`src/rtl/aer_rx_decoder.sv`:
```
// AER receiver: synchronises the sender's four-phase request and acknowledges it.
// Accepted addresses go into a first-word-fall-through FIFO that drives a valid/ready stream.
module aer_rx_decoder #(
    parameter int unsigned ADDR_W  = 2,
    parameter int unsigned DEPTH   = 4,
    parameter int unsigned TIMEOUT = 255,
    parameter int unsigned CNT_W   = 16,
    localparam int unsigned LW     = $clog2(DEPTH) + 1
) (
    input  logic              clk,
    input  logic              reset,
    input  logic              aer_req,
    input  logic [ADDR_W-1:0] aer_addr,
    output logic              aer_ack,
    output logic              ev_valid,
    input  logic              ev_ready,
    output logic [ADDR_W-1:0] ev_addr,
    output logic [LW-1:0]     fifo_level,
    output logic [CNT_W-1:0]  ev_count,
    output logic              err_timeout
);

    localparam int unsigned PW = $clog2(DEPTH);
    localparam int unsigned TW = (TIMEOUT < 2) ? 1 : $clog2(TIMEOUT + 1);

    typedef enum logic [1:0] {
        IDLE    = 2'd0,
        WAIT_LO = 2'd1
    } state_t;

    state_t            state;
    logic              req_meta;
    logic              req_s;
    logic [TW-1:0]     tmo;
    logic [ADDR_W-1:0] mem [DEPTH];
    logic [PW-1:0]     wr_ptr;
    logic [PW-1:0]     rd_ptr;
    logic              full_c;
    logic              push_c;
    logic              pop_c;

    // Fullness uses the registered level, so a pop in the same cycle cannot free a slot early.
    assign full_c   = (fifo_level == LW'(DEPTH));
    assign push_c   = (state == IDLE) && req_s && !full_c;
    assign ev_valid = (fifo_level != '0);
    assign pop_c    = ev_valid && ev_ready;
    assign ev_addr  = mem[rd_ptr];

    always_ff @(posedge clk or negedge reset) begin
        if (!reset) begin
            state       <= IDLE;
            req_meta    <= 1'b0;
            req_s       <= 1'b0;
            aer_ack     <= 1'b0;
            tmo         <= '0;
            err_timeout <= 1'b0;
            wr_ptr      <= '0;
            rd_ptr      <= '0;
            fifo_level  <= '0;
            ev_count    <= '0;
            for (int i = 0; i < int'(DEPTH); i++) begin
                mem[i] <= '0;
            end
        end else begin
            req_meta <= aer_req;
            req_s    <= req_meta;

            // Handshake: ack only after an accepted push, release only after req_s drops.
            case (state)
                IDLE: begin
                    aer_ack <= 1'b0;
                    tmo     <= '0;
                    if (push_c) begin
                        aer_ack <= 1'b1;
                        state   <= WAIT_LO;
                    end
                end
                WAIT_LO: begin
                    if (!req_s) begin
                        aer_ack <= 1'b0;
                        tmo     <= '0;
                        state   <= IDLE;
                    end else begin
                        aer_ack <= 1'b1;
                        if (tmo != TW'(TIMEOUT)) begin
                            tmo <= tmo + TW'(1);
                        end
                        if ((TIMEOUT != 0) && ((tmo + TW'(1)) == TW'(TIMEOUT))) begin
                            err_timeout <= 1'b1;
                        end
                    end
                end
                default: begin
                    aer_ack <= 1'b0;
                    tmo     <= '0;
                    state   <= IDLE;
                end
            endcase

            if (push_c) begin
                mem[wr_ptr] <= aer_addr;
                wr_ptr      <= wr_ptr + PW'(1);
            end
            if (pop_c) begin
                rd_ptr <= rd_ptr + PW'(1);
            end
            fifo_level <= fifo_level + LW'(push_c) - LW'(pop_c);

            if (push_c && (ev_count != {CNT_W{1'b1}})) begin
                ev_count <= ev_count + CNT_W'(1);
            end
        end
    end

endmodule

```
`config.mk`:
```
export PLATFORM = sky130hd
export DESIGN_NAME = aer_rx_decoder
export DESIGN_NICKNAME = d
export VERILOG_FILES = /design/src/rtl/aer_rx_decoder.sv
export SDC_FILE = /design/constraint.sdc
export NUM_CORES = 1
export LEC_CHECK = 0
export ABC_AREA = 0
export CORE_MARGIN = 4
export CORE_UTILIZATION = 56
export CTS_CLUSTER_DIAMETER = 50
export DETAILED_ROUTE_END_ITERATION = 16
export GPL_TIMING_DRIVEN = 0
export PLACE_DENSITY = 0.81
export SETUP_SLACK_MARGIN = 0.15
export SYNTH_ARGS = -nofsm -noshare
export SYNTH_HDL_FRONTEND = slang
export SYNTH_SLANG_ARGS = --single-unit
```
`constraint.sdc`:
```
create_clock -name clk -period 5.7 [get_ports clk]
set_clock_uncertainty 0.05 [all_clocks]
set_input_delay 1.14 -clock clk [delete_from_list [all_inputs] [get_ports clk]]
set_output_delay 1.14 -clock clk [all_outputs]
set_load 0.005 [all_outputs]
```
**After elaboration in Yosys (flattened, before gate mapping)**

Cells that the tools add are included.
W data, S select, Z words.

- $add $sub $neg: 6
- $lt $le $gt $ge: 3
- Muxes and demuxes: 15
- Reductions and logical operators: 10
- Bitwise logic cells: 2
- Equality and inequality tests: 8

Operators with widths:

| cell | count |
|---|---|
| $mux W8 | 3 |
| $add A16 B1 Y16 const B | 1 |
| $ne A16 B16 Y1 const B | 1 |
| $mux W2 | 5 |
| $add A8 B1 Y8 const B | 1 |
| $bwmux W8 | 1 |
| $eq A8 B8 Y1 const B | 1 |
| $ne A8 B8 Y1 const B | 1 |
| $ge A3 B3 Y1 const B | 2 |
| $not A2 Y3 | 2 |
| $logic_and A1 B1 Y1 | 5 |
| $add A2 B1 Y2 const B | 2 |
| $bmux W2 S2 | 1 |
| $demux W2 S2 | 1 |
| $ne A2 B2 Y1 const B | 2 |
| $pmux W2 S2 | 1 |
| $add A3 B1 Y3 | 1 |
| $eq A3 B3 Y1 const B | 1 |
| $lt A3 B1 Y1 const B | 1 |
| $ne A3 B3 Y1 const B | 1 |
| $reduce_and A3 Y1 | 1 |
| $reduce_bool A3 Y1 | 1 |
| $sub A3 B1 Y3 | 1 |
| $eq A2 B1 Y1 const B | 1 |
| other kinds (5) | 6 |

- Output and inout bits: 24
- Logic and storage cells: 58
- Bits in registers: 45

**Longest topological paths before layout**

Gate-level depths: netlist of the first run.

- Depth after elaboration: 6
- Mapped depth: 10
- Gate-level depth less buffers: 9

**Least setup slack after synthesis of the first run**

OpenSTA, ideal clock, no wires.

- Path kind: input -> register
- Start point: input port ev_ready
- End point: register fifo_level[2]
- Slack: 3.138 ns
- Arrival: 2.389 ns
- Library setup time: 0.123 ns
- Buffers on the path: 0
- Data required time: 5.527 ns
- Stages on the path: 7
- Cells stage by stage: and2_1 -> ha_1 -> inv_1 -> ha_1 -> fa_1 -> xnor2_1 -> xnor2_1

- Cells in the longest elaborated chain, start to end: 2

Ends and longest elaborated chain:

| item | line | source |
|---|---|---|
| start: declaration | 16 | `input logic ev_ready,` |
| $logic_and A1 B1 Y1 | 46 | `assign pop_c = ev_valid && ev_ready;` |
| $sub A3 B1 Y3 | 107 | `fifo_level <= fifo_level + LW'(push_c) - LW'(pop_c);` |
| end signal: assignment | 107 |  |
| end: declaration | 18 | `output logic [LW-1:0] fifo_level,` |

No other way between the ends.
A chain may end at the register's enable or synchronous reset.

**Final worst setup path of the first run**

- Start point: register rd_ptr[0]
- End point: output port ev_addr[1]

- Cells in the longest elaborated chain, start to end: 4

Ends and longest elaborated chain:

| item | line | source |
|---|---|---|
| start: declaration | 37 | `logic [PW-1:0] rd_ptr;` |
| start signal: assignment | 105 | `rd_ptr <= rd_ptr + PW'(1);` |
| $not A2 Y3 (implied by the code) | 47 | `assign ev_addr = mem[rd_ptr];` |
| $bmux W2 S2 | 47 |  |
| $mux W2 (implied by the code) (2 in a row) | 47 |  |
| end: declaration | 17 | `output logic [ADDR_W-1:0] ev_addr,` |

No other way between the ends. The select of a mux whose other input is x is not followed.

==> flow_summary.toml, run 1 <==
[timing]
rsz0062_at_grt = "no"
final_hold_viol_count = 0
setup_viol = 0
worst_slack_ns = 2.77
holdWs_ns = 0.311
relSlewSlack_pct = 60.4
fmax_mhz = 342
worst_pin_slew_ns = 0.589
finalSetupTns_ns = 0
period_needed_ns = 2.93
fin_crit_sh_pct = 51.3
slew_viol_final = 0

[clock_network]
cts_root_buffer = "clkbuf_8"
clk_pin_slew_ns = 0.07
cts_setup_buffers = 0
htree_levels = 2
insertion_delay_ns = 0.29
ctsHoldBuffers = 0
cts_tree = "done"
clock_sinks = 44
numCtsBuffers = 5
cts_resized = 0
max-clock-path-buffers = 2

[synthesis]
synth-edff-count = 0
ys_types = 44
synth_fp_nets = 215
synth_top_flop_cell = "dfrtp_1"
syn_avg_cell_area_sq_um = 11.1
synth_cells = 199
yosysTopAreaCellShare_pct = 49.9
async_reset_ff_share_pct = 100
yosysWarnings = 0
ys_top_cells_by_area = "dfrtp_1, xnor2_1, ha_1"
syn_area_sq_um = 2210
ys_seq_area_share_pct = 49.9
yosys.area.top_type = "dfrtp_1"
ys_seq_elements = 44

[drt]
via_per_inst = 5.55
drt_iter0_drc = 100
wl_per_cell_um = 14.6
drtPass1Iterations = 4
routed_wirelength_um = 4170
vias = 1583
drc = 0
detail-route-antenna-nets = 0

[setup_path]
worstPathRequired_ns = 4.51
critPathKind = "reg2out"
reg2reg_depth = 10
worstPathArrival_ns = 1.74
crit_path_max_fanout = 4
r2r_end = "fifo_level[2]$_DFF_PN0_"
crit_path_start_kind = "flip-flop"
reg2reg_from = "fifo_level[2]$_DFF_PN0_"
setup.worst_path.end_class = "primary output"
rrSetupSlack_ns = 2.87

[global_route]
grtUsageTotal_pct = 17.9
grt_use_met2_pct = 29.1
antenna_found_initial = 0
use_met1_pct = 22.7
grt_start_max_net_pins = 30
grt_util_met3_pct = 4.97
grt_pass1_vias = 1598
globalRoute.busiestLayer = "met2"
grt_pass1_wl_um = 7220
grt_overflow_total = 0

[worst_hold_path]
worst_hold_path_type = "reg2reg"
hold_depth = 0
min_from = "req_meta$_DFF_PN0_"
min_to = "req_s$_DFF_PN0_"

[floorplan]
die_h_um = 70.8
core_sq_um = 3740
ios = 30
dieArea_sq_um = 5010
die_w_um = 70.8
rows = 22
initial_core_util_pct = 59.0

[final_layout]
drive_above_1_share_pct = 11.8
final_util_pct = 71.2
final_nets = 252
layout_commonest_cell = "dfrtp_1"
final_cell_mix = "dfrtp_1, clkdlybuf4s50_1, nand2_1, xnor2_1, nand3_1"
antennaDiodeCount = 0
area_growth_pct = 20.6
final_area_sq_um = 2660

[power_and_ir_drop]
p_leak_uw = 0.00110
vdd_ir_drop_max_v = 0.000251
powerDensity_nw_per_um2 = 378

[placement]
place.gp.congestion = 0.859
dp_hpwl_um = 3100
port_buffers = 29
dp_slack_ns = 2.60
place_area_sq_um = 2570

[run_status]
status = "finished clean"

[run]
drv_cap = 0
-- layout make-up --
type,instances,area [sq um]
plain buffers,5,20.0
fillers,299,1080
multi-input cells,141,1050
flip-flops and latches,44,1100
repair buffers,30,305
clock buffers,8,90.1
well taps,48,60.1
inverters,9,33.8
-- power by group --
group	internal (uW)	total [uW]	switching, uW
registers	393	476	83.0
logic	211	332	121
clock network	98.9	198	99.3
-- kinds of logic after synthesis --
kind of cell | count (synthesis) | share of synthesized area [%]
DFF | 44 | 49.9
buffers and inverters | 14 | 2.44
muxes | 12 | 7.31
xor gates and xnor gates | 22 | 8.72
AOI/OAI and AO/OA | 17 | 5.10
and+or+nand+nor | 80 | 20.6
adders and majority gates | 10 | 6.01
-- synthesized netlist by cell type, types with 2 or more instances --
library cell and count:
a211oi_1 2, a21oi_1 5, and2_1 2, and3_2 2
and4_1 2, clkbuf_1 4, dfrtp_1 44, ha_1 9
inv_1 9, mux2_2 9, mux4_2 2, nand2_1 18
nand2b_1 3, nand3_1 13, nand4_1 8, nand4b_1 2
nor2_1 11, nor3_1 3, nor3b_1 2, o21a_1 3
o21ai_0 2, or3_1 2, xnor2_1 17, xor2_1 5
-- worst max-delay path: stages, from the launching register on --
cell             delay (ns)
dfrtp_1                0.46
mux4_2                 0.53
clkdlybuf4s50_1        0.45
-- sequential cells by signal (all words and copies together) (netlist names) --
name and count:
req_meta 1, aer_ack 1, state 1, fifo_level 3
ev_count 16, rd_ptr 2, err_timeout 1, mem 8
wr_ptr 2, tmo 8, req_s 1
-- worst max-delay path by stage --
stage,startpoint,to
4_1_cts,rd_ptr[0]$_DFFE_PN0P_,ev_addr[1]
3_5_place_dp,ev_ready,fifo_level[2]$_DFF_PN0_
6_report,rd_ptr[0]$_DFFE_PN0P_,ev_addr[1]
2_1_floorplan,ev_ready,fifo_level[2]$_DFF_PN0_
5_1_grt,fifo_level[2]$_DFF_PN0_,fifo_level[2]$_DFF_PN0_
3_3_place_gp,reset,ev_count[0]$_DFFE_PN0P_
-- through the flow --
stage               cells  total power, uW
global route          285             1080
CTS                   285             1020
detailed placement    277              821
floorplan             199              656
finish                285             1010
global placement      276              796
-- layer usage --
metal,share of wire (%),up-vias
met5,0,-
met4,1.9,0
met3,3.7,9
met2,49,33
met1,45,768
li1,-,773
Power figures use the tool's default switching activity.
==> inputs of run 2 (changes only) <==
--- a/config.mk
+++ b/config.mk
@@ -7,11 +7,11 @@
 export LEC_CHECK = 0
 export ABC_AREA = 0
 export CORE_MARGIN = 4
-export CORE_UTILIZATION = 56
+export CORE_UTILIZATION = 54
 export CTS_CLUSTER_DIAMETER = 50
 export DETAILED_ROUTE_END_ITERATION = 16
 export GPL_TIMING_DRIVEN = 0
-export PLACE_DENSITY = 0.81
+export PLACE_DENSITY = 0.79
 export SETUP_SLACK_MARGIN = 0.15
 export SYNTH_ARGS = -nofsm -noshare
 export SYNTH_HDL_FRONTEND = slang
==> constraint.sdc (replaced) <==
create_clock -name clk -period 2.8 [get_ports clk]
set_clock_uncertainty 0.05 [all_clocks]
set_input_delay 0.56 -clock clk [delete_from_list [all_inputs] [get_ports clk]]
set_output_delay 0.56 -clock clk [all_outputs]
set_load 0.005 [all_outputs]
==> run 2 against run 1 <==
  * Power rose by 100%
  * Flip-flop and latch count did not move
  * Critical path depth rose by 8
  * Combinational power rose by 110%
  * Die area rose by 3.3%
  * Wire length rose by 1.8%
  * Setup slack got worse by 2.5 ns
==> flow_summary.toml, run 2 (synthesized netlist as in run 1, its figures left out) <==
[timing]
fmax_mhz = 404
holdWs_ns = 0.0915
slew_viol_final = 0
worst_pin_slew_ns = 0.592
rsz0062_at_grt = "no"
worst_slack_ns = 0.322
final_hold_viol_count = 0
period_needed_ns = 2.48
fin_crit_sh_pct = 88.5
relSlewSlack_pct = 60.3
setup_viol = 0

[clock_network]
clock_sinks = 44
ctsHoldBuffers = 0
cts_setup_buffers = 0
cts_tree = "done"
cts_root_buffer = "clkbuf_8"
insertion_delay_ns = 0.29
htree_levels = 2
max-clock-path-buffers = 2
clk_pin_slew_ns = 0.08
numCtsBuffers = 5

[global_route]
grt_overflow_total = 0
grt_start_max_net_pins = 34
grt_pass1_vias = 1587
grt_pass1_wl_um = 7450
antenna_found_initial = 0
grtUsageTotal_pct = 18.4

[power_and_ir_drop]
powerDensity_nw_per_um2 = 768
p_leak_uw = 0.00110
vdd_ir_drop_max_v = 0.000476

[floorplan]
initial_core_util_pct = 58.1
die_h_um = 72.0
dieArea_sq_um = 5180
rows = 22
ios = 30
core_sq_um = 3800
die_w_um = 72.0

[placement]
place.gp.congestion = 0.848
dp_hpwl_um = 3110
place_area_sq_um = 2570
dp_slack_ns = -0.0717
port_buffers = 29

[drt]
routed_wirelength_um = 4240
drt_iter0_drc = 60
via_per_inst = 5.61
drtPass1Iterations = 4
vias = 1598
wl_per_cell_um = 14.9
drc = 0
detail-route-antenna-nets = 0

[final_layout]
final_area_sq_um = 2670
antennaDiodeCount = 0
fillers = 302
drive_above_1_share_pct = 12.7
layout_commonest_cell = "dfrtp_1"
area_growth_pct = 21.0
final_nets = 252
largest_register_ffs = 16
final_cell_mix = "dfrtp_1, clkdlybuf4s50_1, nand2_1, xnor2_1, nand3_1"
largest_register = "ev_count"
reg_top3 = "ev_count (16), mem (8), tmo (8)"

[setup_path]
worstPathRequired_ns = 2.97
critPathBufInv = 3
reg2reg_depth = 10
critPathKind = "reg2reg"
crit_path_max_fanout = 10
crit_path_top_delay_cell = "dfrtp_1"
path_cells = "nand2b_1, nor2_4, buf_2, inv_1, ha_1, inv_1, ha_1, fa_1, xnor2_1, xnor2_1"
worstPathArrival_ns = 2.65
slowest_delay_ns = 0.42
crit_path_start_kind = "flip-flop"
setup.worst_path.end_class = "flip-flop"
critical_path_cell_count = 10
path_delay_family = "adder cells"

[run_status]
status = "finished clean"

[run]
drv_cap = 0

[worst_hold_path]
worst_hold_path_type = "in2async"
## run 2: changes by cell type in the layout (fill, tap and decap cells not counted), sizes merged
cell / change
buf: +1
clkbuf: -1
## run 2: path summary, 6_finish.rpt
path                                 startpoint                       end  slack (ns)
setup / recovery           state[0]$_DFFE_PN0P_   fifo_level[2]$_DFF_PN0_        0.32
hold / removal                            reset  ev_count[12]$_DFFE_PN0P_        0.09
setup reg to reg           state[0]$_DFFE_PN0P_   fifo_level[2]$_DFF_PN0_        0.32
hold reg to reg              req_meta$_DFF_PN0_           req_s$_DFF_PN0_        0.32
max in group asynchronous                 reset   ev_count[0]$_DFFE_PN0P_        2.14
min in group clk             req_meta$_DFF_PN0_           req_s$_DFF_PN0_        0.32
## run 2: cell type report
class | count | area (sq um) | area share [%]
Sequential cell | 44 | 1100 | 41.2
Multi-Input combinational cell | 141 | 1060 | 39.7
Timing Repair Buffer | 30 | 305 | 11.4
Clock buffer | 8 | 90.1 | 3.37
Tap cell | 48 | 60.1 | 2.25
Inverter | 9 | 33.8 | 1.26
Buffer | 5 | 21.3 | 0.796
## run 2: per-layer routing
metal / up-vias / GRT usage, % / share of wire, %
li1: 775 / - / -
met1: 786 / 24.8 / 47
met2: 30 / 29.1 / 48
met3: 7 / 4.16 / 3.3
met4: 0 / 6.89 / 1.7
met5: - / 0 / 0
## run 2: per-stage QoR
stage                     setup TNS (ns)  cells  total power (uW)  utilization (%)
after floorplan                        0    199              1340                -
after global placement             -2.57    276              1630             67.4
after detailed placement         -0.0717    277              1660             67.8
after CTS                              0    285              2070             70.2
after global routing                   0    285              2190             70.4
final                                  0    285              2050             70.4
## run 2: repair_timing
action,4_1_cts,5_1_grt
endpoints found under the setup margin,1,1
pin swaps,0,1
resized for setup,2,2
## run 2: where the power goes
group          internal [uW]  switching [uW]
logic                    432             251
registers                800             168
clock network            201             201
